**src/rtl/tcdm_interco_pkg.sv**
```systemverilog
// tcdm_interco_pkg: shared types and helpers for the TCDM interconnect
package tcdm_interco_pkg;
  localparam int DefaultReqDataWidth = 32;
  typedef logic [DefaultReqDataWidth-1:0] req_data_t;
  function automatic int idx_width(input int n);
    return (n > 1) ? $clog2(n) : 1;
  endfunction
endpackage

```
**src/rtl/tcdm_bank_rr_arb_find_first.sv**
```systemverilog
// rr_find_first: lowest request at or above ptr, else lowest request overall
module rr_find_first #(
  parameter int N    = 8,
  parameter int IdxW = 3
) (
  input  logic [N-1:0]    req_i,
  input  logic [IdxW-1:0] ptr_i,
  output logic [IdxW-1:0] idx_o,
  output logic            found_o
);
  logic [N-1:0]    masked;
  logic [IdxW-1:0] idx_m, idx_u;
  always_comb begin
    masked = '0;
    idx_m  = '0;
    idx_u  = '0;
    for (int i = 0; i < N; i++) masked[i] = req_i[i] & (IdxW'(i) >= ptr_i);
    for (int i = N - 1; i >= 0; i--) begin
      idx_m = masked[i] ? IdxW'(i) : idx_m;
      idx_u = req_i[i] ? IdxW'(i) : idx_u;
    end
    found_o = |req_i;
    idx_o   = |masked ? idx_m : idx_u;
  end
endmodule

```
**src/rtl/tcdm_bank_rr_arb.sv**
```systemverilog
// tcdm_bank_rr_arb: per-bank round-robin arbiter with read-valid tracking
module tcdm_bank_rr_arb
  import tcdm_interco_pkg::*;
#(
  parameter int NumMaster    = 8,
  parameter int ReqDataWidth = 32,
  parameter int RespLat      = 1,
  localparam int IdxW        = idx_width(NumMaster)
) (
  input  logic                                  clk_i,
  input  logic                                  rst_ni,
  input  logic [NumMaster-1:0]                  req_i,
  input  logic [NumMaster-1:0][ReqDataWidth-1:0] data_i,
  output logic [NumMaster-1:0]                  gnt_o,
  output logic [NumMaster-1:0]                  rvld_o,
  output logic                                  req_o,
  output logic [ReqDataWidth-1:0]               data_o,
  input  logic                                  gnt_i,
  output logic [IdxW-1:0]                       idx_o
);
  logic [IdxW-1:0]                   ptr_q, ptr_d, win;
  logic                              found, hs;
  logic [RespLat-1:0][NumMaster-1:0] rsp_q, rsp_d;
  logic [RespLat:0][NumMaster-1:0]   rsp_sh;
  rr_find_first #(.N(NumMaster), .IdxW(IdxW)) u_ff (
    .req_i  (req_i),
    .ptr_i  (ptr_q),
    .idx_o  (win),
    .found_o(found)
  );
  assign req_o  = |req_i;
  assign hs     = req_o & gnt_i;
  assign idx_o  = found ? win : '0;
  assign data_o = data_i[idx_o];
  assign gnt_o  = hs ? (NumMaster'(1) << idx_o) : '0;
  // explicit wrap compare keeps non-power-of-2 master counts correct
  assign ptr_d  = hs ? ((idx_o == IdxW'(NumMaster - 1)) ? '0 : idx_o + IdxW'(1)) : ptr_q;
  assign rsp_sh = {rsp_q, gnt_o};
  assign rsp_d  = rsp_sh[RespLat-1:0];
  assign rvld_o = rsp_q[RespLat-1];
  always_ff @(posedge clk_i or negedge rst_ni) begin
    if (!rst_ni) begin
      ptr_q <= '0;
      rsp_q <= '0;
    end else begin
      ptr_q <= ptr_d;
      rsp_q <= rsp_d;
    end
  end
endmodule

```
**config.mk**
```make
export PLATFORM = sky130hd
export DESIGN_NAME = tcdm_bank_rr_arb
export DESIGN_NICKNAME = d
export VERILOG_FILES = /design/src/rtl/tcdm_interco_pkg.sv /design/src/rtl/tcdm_bank_rr_arb_find_first.sv /design/src/rtl/tcdm_bank_rr_arb.sv
export SDC_FILE = /design/constraint.sdc
export NUM_CORES = 1
export LEC_CHECK = 0
export BUFFER_PORTS_ARGS = -buffer_cell sky130_fd_sc_hd__buf_2
export CORE_AREA = 2 2 124 126
export CTS_CLUSTER_SIZE = 24
export DETAILED_ROUTE_END_ITERATION = 10
export DIE_AREA = 0 0 126 128
export HOLD_SLACK_MARGIN = 0.03
export PLACE_DENSITY = 0.6
export SYNTH_ARGS = -nofsm -noshare
export SYNTH_HDL_FRONTEND = slang
export SYNTH_SLANG_ARGS = --single-unit
export TNS_END_PERCENT = 30
```
**constraint.sdc**
```tcl
create_clock -name clk_i -period 5.7 [get_ports clk_i]
set_clock_uncertainty 0.2 [all_clocks]
set_input_delay 0 -clock clk_i [delete_from_list [all_inputs] [get_ports clk_i]]
set_output_delay 0 -clock clk_i [all_outputs]
set_load 0.05 [all_outputs]
```
==> impl_metrics.env, run 1 <==
export IMPL_hold_violations=0
export IMPL_grt_pass1_wl_mm=17.89
export IMPL_io_pins=319
export IMPL_htree_num_levels=1
export IMPL_yosys_cell_types_count=36
export IMPL_synth_area_leader_cell="mux2i_1"
export IMPL_synth_top_area_share_pct=56.95
export IMPL_syn_inst=331
export IMPL_maxCapViolations=0
export IMPL_cts_setup_buffers=0
export IMPL_end_kind="output pin"
export IMPL_root_buffer="clkbuf_16"
export IMPL_ys_ff_latch=11
export IMPL_status="completed"
export IMPL_cts_tree="yes"
export IMPL_cts_sinks=11
export IMPL_startpoint_type="flip-flop"
export IMPL_hp_class="input port to flip-flop"
export IMPL_p_leak_uw=0.002925
export IMPL_cp_cell_sequence="nor2b_1 -> o21a_1 -> or2_1 -> o22ai_1 -> o2bb2ai_4 -> inv_1 -> ha_1 -> ha_1 -> and3_1 -> buf_2"
export IMPL_dr_pass1_iters=4
export IMPL_port_buffers=318
export IMPL_final_max_slew_viol_count=0
export IMPL_row_count=45
export IMPL_routedWlPerCell_microns=14.50
export IMPL_area_growth_pct=50.32
export IMPL_tns_ns=0
export IMPL_drc=0
export IMPL_layout_drive_gt1_share_pct=57.48
export IMPL_syn_area_sq_um=3374
export IMPL_clock_path_buffers=2
export IMPL_clk_latency_ns=0.23
export IMPL_yosys_warnings=0
export IMPL_cpMostUsedCell="ha_1"
export IMPL_critPathRequiredTime_ns=5.50
export IMPL_rsz0062_at_grt="no"
export IMPL_max_freq_mhz=268.4
export IMPL_worstPathMaxFanout=36
export IMPL_nets=909
export IMPL_worstSetupPathType="flip-flop to output pin"
export IMPL_initial_core_util_pct=22.70
export IMPL_syn_avg_cell_area_sq_um=10.19
export IMPL_crit_family="compound AO/OA/AOI/OAI gates"
export IMPL_power_density_nw_per_um2=711.6
export IMPL_dp_hpwl_mm=10.17
export IMPL_cpMaxStageDelayCell="o2bb2ai_4"
export IMPL_totalWireLength_mm=11.93
export IMPL_die_x_microns=126
export IMPL_setup_violations=0
export IMPL_crit_arrival_ns=3.53
export IMPL_worst_pin_slew_ns=1.153
export IMPL_cts_clk_slew_worst_paths_ns=0.04
export IMPL_period_share_pct=65.36
export IMPL_synthTopCellsByArea="mux2i_1 57%, mux2_2 11%, dfrtp_1 8.2%, buf_12 3.0%, buf_8 2.7%"
export IMPL_slew_headroom_pct=23.04
export IMPL_vias=3691
export IMPL_coreArea_sq_um=14860
export IMPL_path_buf_inv=2
export IMPL_track_usage_pct=13.36
export IMPL_power_uw=3609
export IMPL_grt_max_degree=80
export IMPL_vdd_drop_max_mv=0.4520
export IMPL_slowest_delay_ns=0.92
export IMPL_ys_seq_area_share_pct=8.157
export IMPL_drt_iter0_drc=129
export IMPL_dieArea_sq_um=16130
export IMPL_gr_total_overflow=0
export IMPL_fin_crit_ns=3.725
export IMPL_gp_congestion=0.8738
export IMPL_via_per_inst=4.485
export IMPL_cts_buffers=3
export IMPL_die_h_microns=128
export IMPL_rrSetupSlack_ns=2.13
export IMPL_drtAntennaViolNets=0
export IMPL_diodes=0
export IMPL_synth_nets=604
export IMPL_grt_pass1_vias=3549
export IMPL_antenna_found_initial=0
## repair_timing
action / in CTS / in global routing
resized for setup: 0 / 0
endpoints found under the hold margin: 20 / 0
hold buffers: 3 / 0
## worst register-to-register path: stages, from the launching register on
cell	delay [ns]
dfrtp_1	0.47
nor2b_1	0.23
o21a_1	0.27
or2_1	0.20
o22ai_1	0.14
o2bb2ai_4	0.92
inv_1	0.23
ha_1	0.27
ha_1	0.27
mux2_2	0.25
## final cells by class
class / instances / area (sq um)
Clock buffer: 4 / 78.83
Inverter: 9 / 33.78
Timing Repair Buffer: 325 / 1664
Sequential cell: 11 / 275.3
Multi-Input combinational cell: 286 / 2785
Tap cell: 188 / 235.2
Fill cell: 1664 / 9792
## path summary, 6_finish.rpt
kind / startpoint / endpoint / cells after the start
setup / recovery: ptr_q[0] / gnt_o[7] / 10
hold / removal: req_i[0] / rvld_o[6] / 5
setup reg to reg: ptr_q[0] / ptr_q[2] / 9
hold reg to reg: ptr_q[0] / ptr_q[0] / 1
max in group asynchronous: rst_ni / rvld_o[7] / 3
min in group asynchronous: rst_ni / rvld_o[2] / 3
## sequential cells by signal, indices dropped and copies added, names as in the netlist
| signal | count |
|---|---|
| rvld_o | 8 |
| ptr_q | 3 |
## metrics by stage
step	std cells	utilization [%]	hold slack, ns	instance area (sq um)	setup slack, ns
after floorplan	331	-	-0.4956	3374	2.364
after global placement	816	33.39	-0.3207	4964	2.170
after detailed placement	816	33.39	-0.3197	4964	2.093
after CTS	823	34.12	0.1740	5072	1.917
after global routing	823	34.12	0.2237	5072	1.649
final	823	34.12	0.1776	5072	1.975
## report_power, final
part	switching [uW]	internal [uW]	leakage (uW)
logic	2150	1200	0.00274
registers	32.3	105	0.000145
clock network	32.1	93.7	0.0000382
total	2210	1400	0.00293
## metal layers
| metal | global-route usage (%) | vias to the layer above | part of all wire, % |
|---|---|---|---|
| met5 | 0 | - | 0 |
| met2 | 24.29 | 160 | 52 |
| met1 | 17.03 | 1655 | 41 |
| li1 | - | 1866 | - |
| met4 | 2.456 | 0 | 0.98 |
| met3 | 1.753 | 10 | 6.8 |
## layout by cell type (no fill, tap or decap), types with 4 or more instances in the layout
cell type / count
nand3_1: 4
ha_1: 6
nor2_1: 14
dfrtp_1: 11
mux2i_1: 192
mux2_2: 34
buf_2: 318
inv_1: 9
nand2_1: 6
## synthesized netlist by cell type (all sizes together)
cell and n:
nor2 14, o22ai 2, dfrtp 11, nor2b 2, a211o 1, a2111oi 1, clkbuf 4, o21a 1
nand3 4, a21o 1, a221oi 2, a222oi 1, ha 6, nand3b 1, a2bb2oi 1, a21oi 3
o21ai 2, mux2i 192, inv 9, o2bb2ai 1, and3 3, a311oi 2, a22o 1, or2 1
mux2 34, or3 1, nor4 1, nand2 6, buf 21, o21bai 2
## logic make-up after synthesis
kind of cell	count (synthesis)	synth area share [%]
muxes	226	68.30
buffers and inverters	34	10.01
and+or+nand+nor	33	4.524
AOI/OAI and AO/OA	21	6.785
DFF	11	8.157
adders and majority gates	6	2.225
Power figures use the tool's default switching activity.
==> run 2: changes to the inputs <==
Clock period 5.7 ns to 3.61 ns, I/O delays scaled along.
==> impl_metrics.env, run 2 (synthesized netlist as in run 1, its figures left out) <==
export IMPL_startpoint="ptr_q[0]"
export IMPL_cp_cell_sequence="nor2b_1 -> o21a_1 -> or2_1 -> o22ai_1 -> o2bb2ai_4 -> buf_4 -> mux2_2 -> buf_2"
export IMPL_routedWlPerCell_microns=15.08
export IMPL_dr_pass1_iters=4
export IMPL_drt_iter0_drc=158
export IMPL_worst_pin_slew_ns=0.5985
export IMPL_drtAntennaViolNets=0
export IMPL_slowest_delay_ns=0.47
export IMPL_grt_pass1_wl_mm=18.73
export IMPL_cts_sinks=11
export IMPL_status="completed"
export IMPL_die_h_microns=128
export IMPL_maxCapViolations=0
export IMPL_final_cell_mix="318 x buf_2, 192 x mux2i_1, 34 x mux2_2, 14 x nor2_1, 11 x dfrtp_1"
export IMPL_grt_pass1_vias=3669
export IMPL_min_delay_start="req_i[0]"
export IMPL_drc=0
export IMPL_port_buffers=318
export IMPL_cpMaxStageDelayCell="dfrtp_1"
export IMPL_coreArea_sq_um=14860
export IMPL_final_common_cell="buf_2"
export IMPL_layout_drive_gt1_share_pct=57.97
export IMPL_cts_tree="yes"
export IMPL_cts_resized=0
export IMPL_grt_max_degree=46
export IMPL_gp_congestion=0.8671
export IMPL_rsz0062_at_grt="no"
export IMPL_diodes=0
export IMPL_track_usage_pct=14.21
export IMPL_r2r_start="ptr_q[0]"
export IMPL_die_x_microns=126
export IMPL_period_share_pct=90.93
export IMPL_max_freq_mhz=304.6
export IMPL_antenna_found_initial=0
export IMPL_dieArea_sq_um=16130
export IMPL_hp_class="input port to flip-flop"
export IMPL_whs_ns=0.1925
export IMPL_startpoint_type="flip-flop"
export IMPL_hold_violations=0
export IMPL_htree_num_levels=1
export IMPL_p_leak_uw=0.002961
export IMPL_gr_total_overflow=0
export IMPL_clock_path_buffers=2
export IMPL_fin_crit_ns=3.283
export IMPL_vias=3683
export IMPL_cts_clk_slew_worst_paths_ns=0.04
export IMPL_power_uw=5786
export IMPL_vdd_drop_max_mv=0.9008
export IMPL_crit_arrival_ns=3.08
export IMPL_totalWireLength_mm=12.49
export IMPL_worstPathMaxFanout=20
export IMPL_nets=914
export IMPL_slew_headroom_pct=60.10
export IMPL_via_per_inst=4.448
export IMPL_worstSetupPathType="flip-flop to output pin"
export IMPL_clk_latency_ns=0.24
export IMPL_tns_ns=0
export IMPL_initial_core_util_pct=22.70
export IMPL_critPathRequiredTime_ns=3.41
export IMPL_io_pins=319
export IMPL_setup_violations=0
export IMPL_largest_reg_flops=8
export IMPL_final_max_slew_viol_count=0
export IMPL_end_kind="output pin"
export IMPL_cts_buffers=3
export IMPL_cts_hold_buffers=3
export IMPL_power_density_nw_per_um2=1126
export IMPL_cts_setup_buffers=0
export IMPL_dp_hpwl_mm=10.79
export IMPL_area_growth_pct=52.21
export IMPL_row_count=45
export IMPL_root_buffer="clkbuf_16"
## run 2: worst paths after layout
| check | end | slack (ns) | cells after the start |
|---|---|---|---|
| worst max register to register | ptr_q[2] | 0.53 | 9 |
| max in group asynchronous | ptr_q[1] | 2.28 | 3 |
| min in group asynchronous | rvld_o[6] | 0.60 | 3 |
| worst min register to register | ptr_q[0] | 0.55 | 1 |
| worst min-delay path | rvld_o[6] | 0.19 | 5 |
| worst max-delay path | data_o[10] | 0.33 | 8 |
## run 2: report_power, final
part / internal, uW / total [uW] / switching [uW]
clock: 147 / 201 / 54.1
combinational: 1960 / 5370 / 3410
sequential: 165 / 219 / 53.8
## run 2: worst max-delay path, delay by kind of cell (launching register included)
kind | cells | cell delay, ns
buffers and inverters | 2 | 0.60
AOI/OAI and AO/OA | 3 | 0.89
muxes | 1 | 0.38
and+or+nand+nor | 2 | 0.48
DFF | 1 | 0.47
## run 2: final cells by class
class / count / area [sq um]
Fill cell: 1635 / 9728
Multi-Input combinational cell: 286 / 2785
Timing Repair Buffer: 330 / 1727
Sequential cell: 11 / 275.3
Tap cell: 188 / 235.2
Clock buffer: 3 / 75.07
Inverter: 9 / 33.78
Clock inverter: 1 / 5.005
## run 2: through the flow
stage	utilization (%)	instances	instance area, sq um	worst slack (ns)
floorplan	-	331	3374	0.2740
global placement	33.81	821	5026	0.5914
detailed placement	33.81	821	5026	0.5003
CTS	34.55	828	5136	0.3089
global route	34.55	828	5136	0.1282
finish	34.55	828	5136	0.3274
## run 2: metal layers
| metal | up-vias | share of wire (%) | GRT usage, % |
|---|---|---|---|
| met5 | - | 0 | 0 |
| met4 | 0 | 1.3 | 2.521 |
| li1 | 1871 | - | - |
| met3 | 14 | 6.8 | 2.295 |
| met2 | 161 | 52 | 26.76 |
| met1 | 1637 | 40 | 17.13 |
==> run 3: changes to the inputs <==
Clock period 3.61 ns to 3.6 ns, I/O delays scaled along.
==> impl_metrics.env, run 3 (synthesized netlist as in run 1, its figures left out) <==
export IMPL_dr_wl_met3_microns=755
export IMPL_dieArea_sq_um=16130
export IMPL_rrSetupSlack_ns=0.58
export IMPL_final_common_cell="buf_2"
export IMPL_fin_crit_ns=3.213
export IMPL_coreArea_sq_um=14860
export IMPL_layout_drive_gt1_share_pct=57.75
export IMPL_root_buffer="clkbuf_16"
export IMPL_end_kind="output pin"
export IMPL_port_buffers=318
export IMPL_maxUsedRoutingLayer="met4"
export IMPL_dp_hpwl_mm=10.78
export IMPL_status="completed"
export IMPL_clock_path_buffers=2
export IMPL_cts_tree="yes"
export IMPL_worstPathMaxFanout=20
export IMPL_gp_congestion=0.9039
export IMPL_cts_sinks=11
export IMPL_critPathRequiredTime_ns=3.40
export IMPL_grt_pass1_vias=3721
export IMPL_largest_reg_flops=8
export IMPL_slew_headroom_pct=63.92
export IMPL_initial_core_util_pct=22.70
export IMPL_wl_met1_mm=5.043
export IMPL_drtAntennaViolNets=0
export IMPL_final_max_slew_viol_count=0
export IMPL_maxCapViolations=0
export IMPL_power_density_nw_per_um2=1127
export IMPL_cts_buffers=3
export IMPL_die_x_microns=126
export IMPL_cts_resized=0
export IMPL_final_cell_mix="318 x buf_2, 192 x mux2i_1, 34 x mux2_2, 14 x nor2_1, 11 x dfrtp_1"
export IMPL_via_per_inst=4.435
export IMPL_rsz0062_at_grt="no"
export IMPL_dr_pass1_iters=4
export IMPL_crit_arrival_ns=3.01
export IMPL_period_share_pct=89.25
export IMPL_grt_max_degree=52
export IMPL_drt_iter0_drc=158
export IMPL_setup_violations=0
export IMPL_gr_total_overflow=0
export IMPL_area_growth_pct=51.95
export IMPL_htree_num_levels=1
export IMPL_totalWireLength_mm=12.39
export IMPL_row_count=45
export IMPL_whs_ns=0.2042
export IMPL_nets=913
export IMPL_drc=0
export IMPL_hold_violations=0
export IMPL_track_usage_pct=14.00
export IMPL_vias=3668
export IMPL_cts_clk_slew_worst_paths_ns=0.04
export IMPL_max_freq_mhz=311.2
export IMPL_dr_wl_met2_mm=6.400
export IMPL_grt_pass1_wl_mm=18.60
export IMPL_tns_ns=0
export IMPL_antenna_found_initial=0
export IMPL_cts_setup_buffers=0
export IMPL_vdd_drop_max_mv=1.141
export IMPL_startpoint_type="flip-flop"
export IMPL_routedWlPerCell_microns=14.98
export IMPL_clk_latency_ns=0.23
export IMPL_die_h_microns=128
export IMPL_p_leak_uw=0.002954
export IMPL_hp_class="input port to flip-flop"
export IMPL_worstSetupPathType="flip-flop to output pin"
export IMPL_worst_pin_slew_ns=0.5404
export IMPL_diodes=0
export IMPL_io_pins=319
[run 3: cell count changes in the layout (fill, tap and decap cells not counted), sizes merged]
cell	delta
buf	-1
clkbuf	+1
clkinv	-1
[run 3: worst max-delay path: stages (launching register included)]
cell	delay (ns)
dfrtp_1	0.46
nor2b_1	0.24
o21a_1	0.26
or2_1	0.20
o22ai_1	0.14
o2bb2ai_4	0.49
buf_4	0.39
mux2_2	0.38
buf_2	0.21
[run 3: area by class of cell]
cell class,instances,area (sq um)
Clock buffer,4,78.83
Fill cell,1624,9737
Inverter,9,33.78
Multi-Input combinational cell,286,2785
Sequential cell,11,275.3
Tap cell,188,235.2
Timing Repair Buffer,329,1719
[run 3: power by group]
group | total [uW] | switching, uW | internal, uW
Sequential | 218 | 51.9 | 166
Combinational | 5360 | 3410 | 1960
Clock | 196 | 48.3 | 148
Total | 5780 | 3510 | 2270
[run 3: path summary, 6_finish.rpt]
path / startpoint / endpoint / cells after the start
min in group asynchronous: rst_ni / rvld_o[0] / 3
worst min-delay path: req_i[0] / rvld_o[4] / 5
worst min register to register: ptr_q[0] / ptr_q[0] / 1
worst max-delay path: ptr_q[0] / data_o[29] / 8
max in group asynchronous: rst_ni / rvld_o[7] / 3
worst max register to register: ptr_q[0] / ptr_q[2] / 9
[run 3: metal layers]
metal | GRT usage, % | vias to the layer above
met3 | 2.212 | 12
met2 | 25.81 | 151
met5 | 0 | -
li1 | - | 1870
met4 | 2.327 | 0
met1 | 17.42 | 1635
[run 3: what timing repair did]
| action | in CTS | in global routing |
|---|---|---|
| setup endpoints to repair | 0 | 0 |
| hold buffers | 3 | 0 |
| endpoints found under the hold margin | 20 | 0 |
[run 3: through the flow]
| stage | instances | instance area [sq um] | power (uW) | setup slack [ns] | util (%) |
|---|---|---|---|---|---|
| 2_1_floorplan | 331 | 3374 | 4853 | 0.2640 | - |
| 3_3_place_gp | 820 | 5019 | 5619 | 0.6124 | 33.76 |
| 3_5_place_dp | 820 | 5019 | 5640 | 0.5399 | 33.76 |
| 4_1_cts | 827 | 5127 | 5847 | 0.3445 | 34.49 |
| 5_1_grt | 827 | 5127 | 6142 | 0.1584 | 34.49 |
| 6_report | 827 | 5127 | 5777 | 0.3871 | 34.49 |
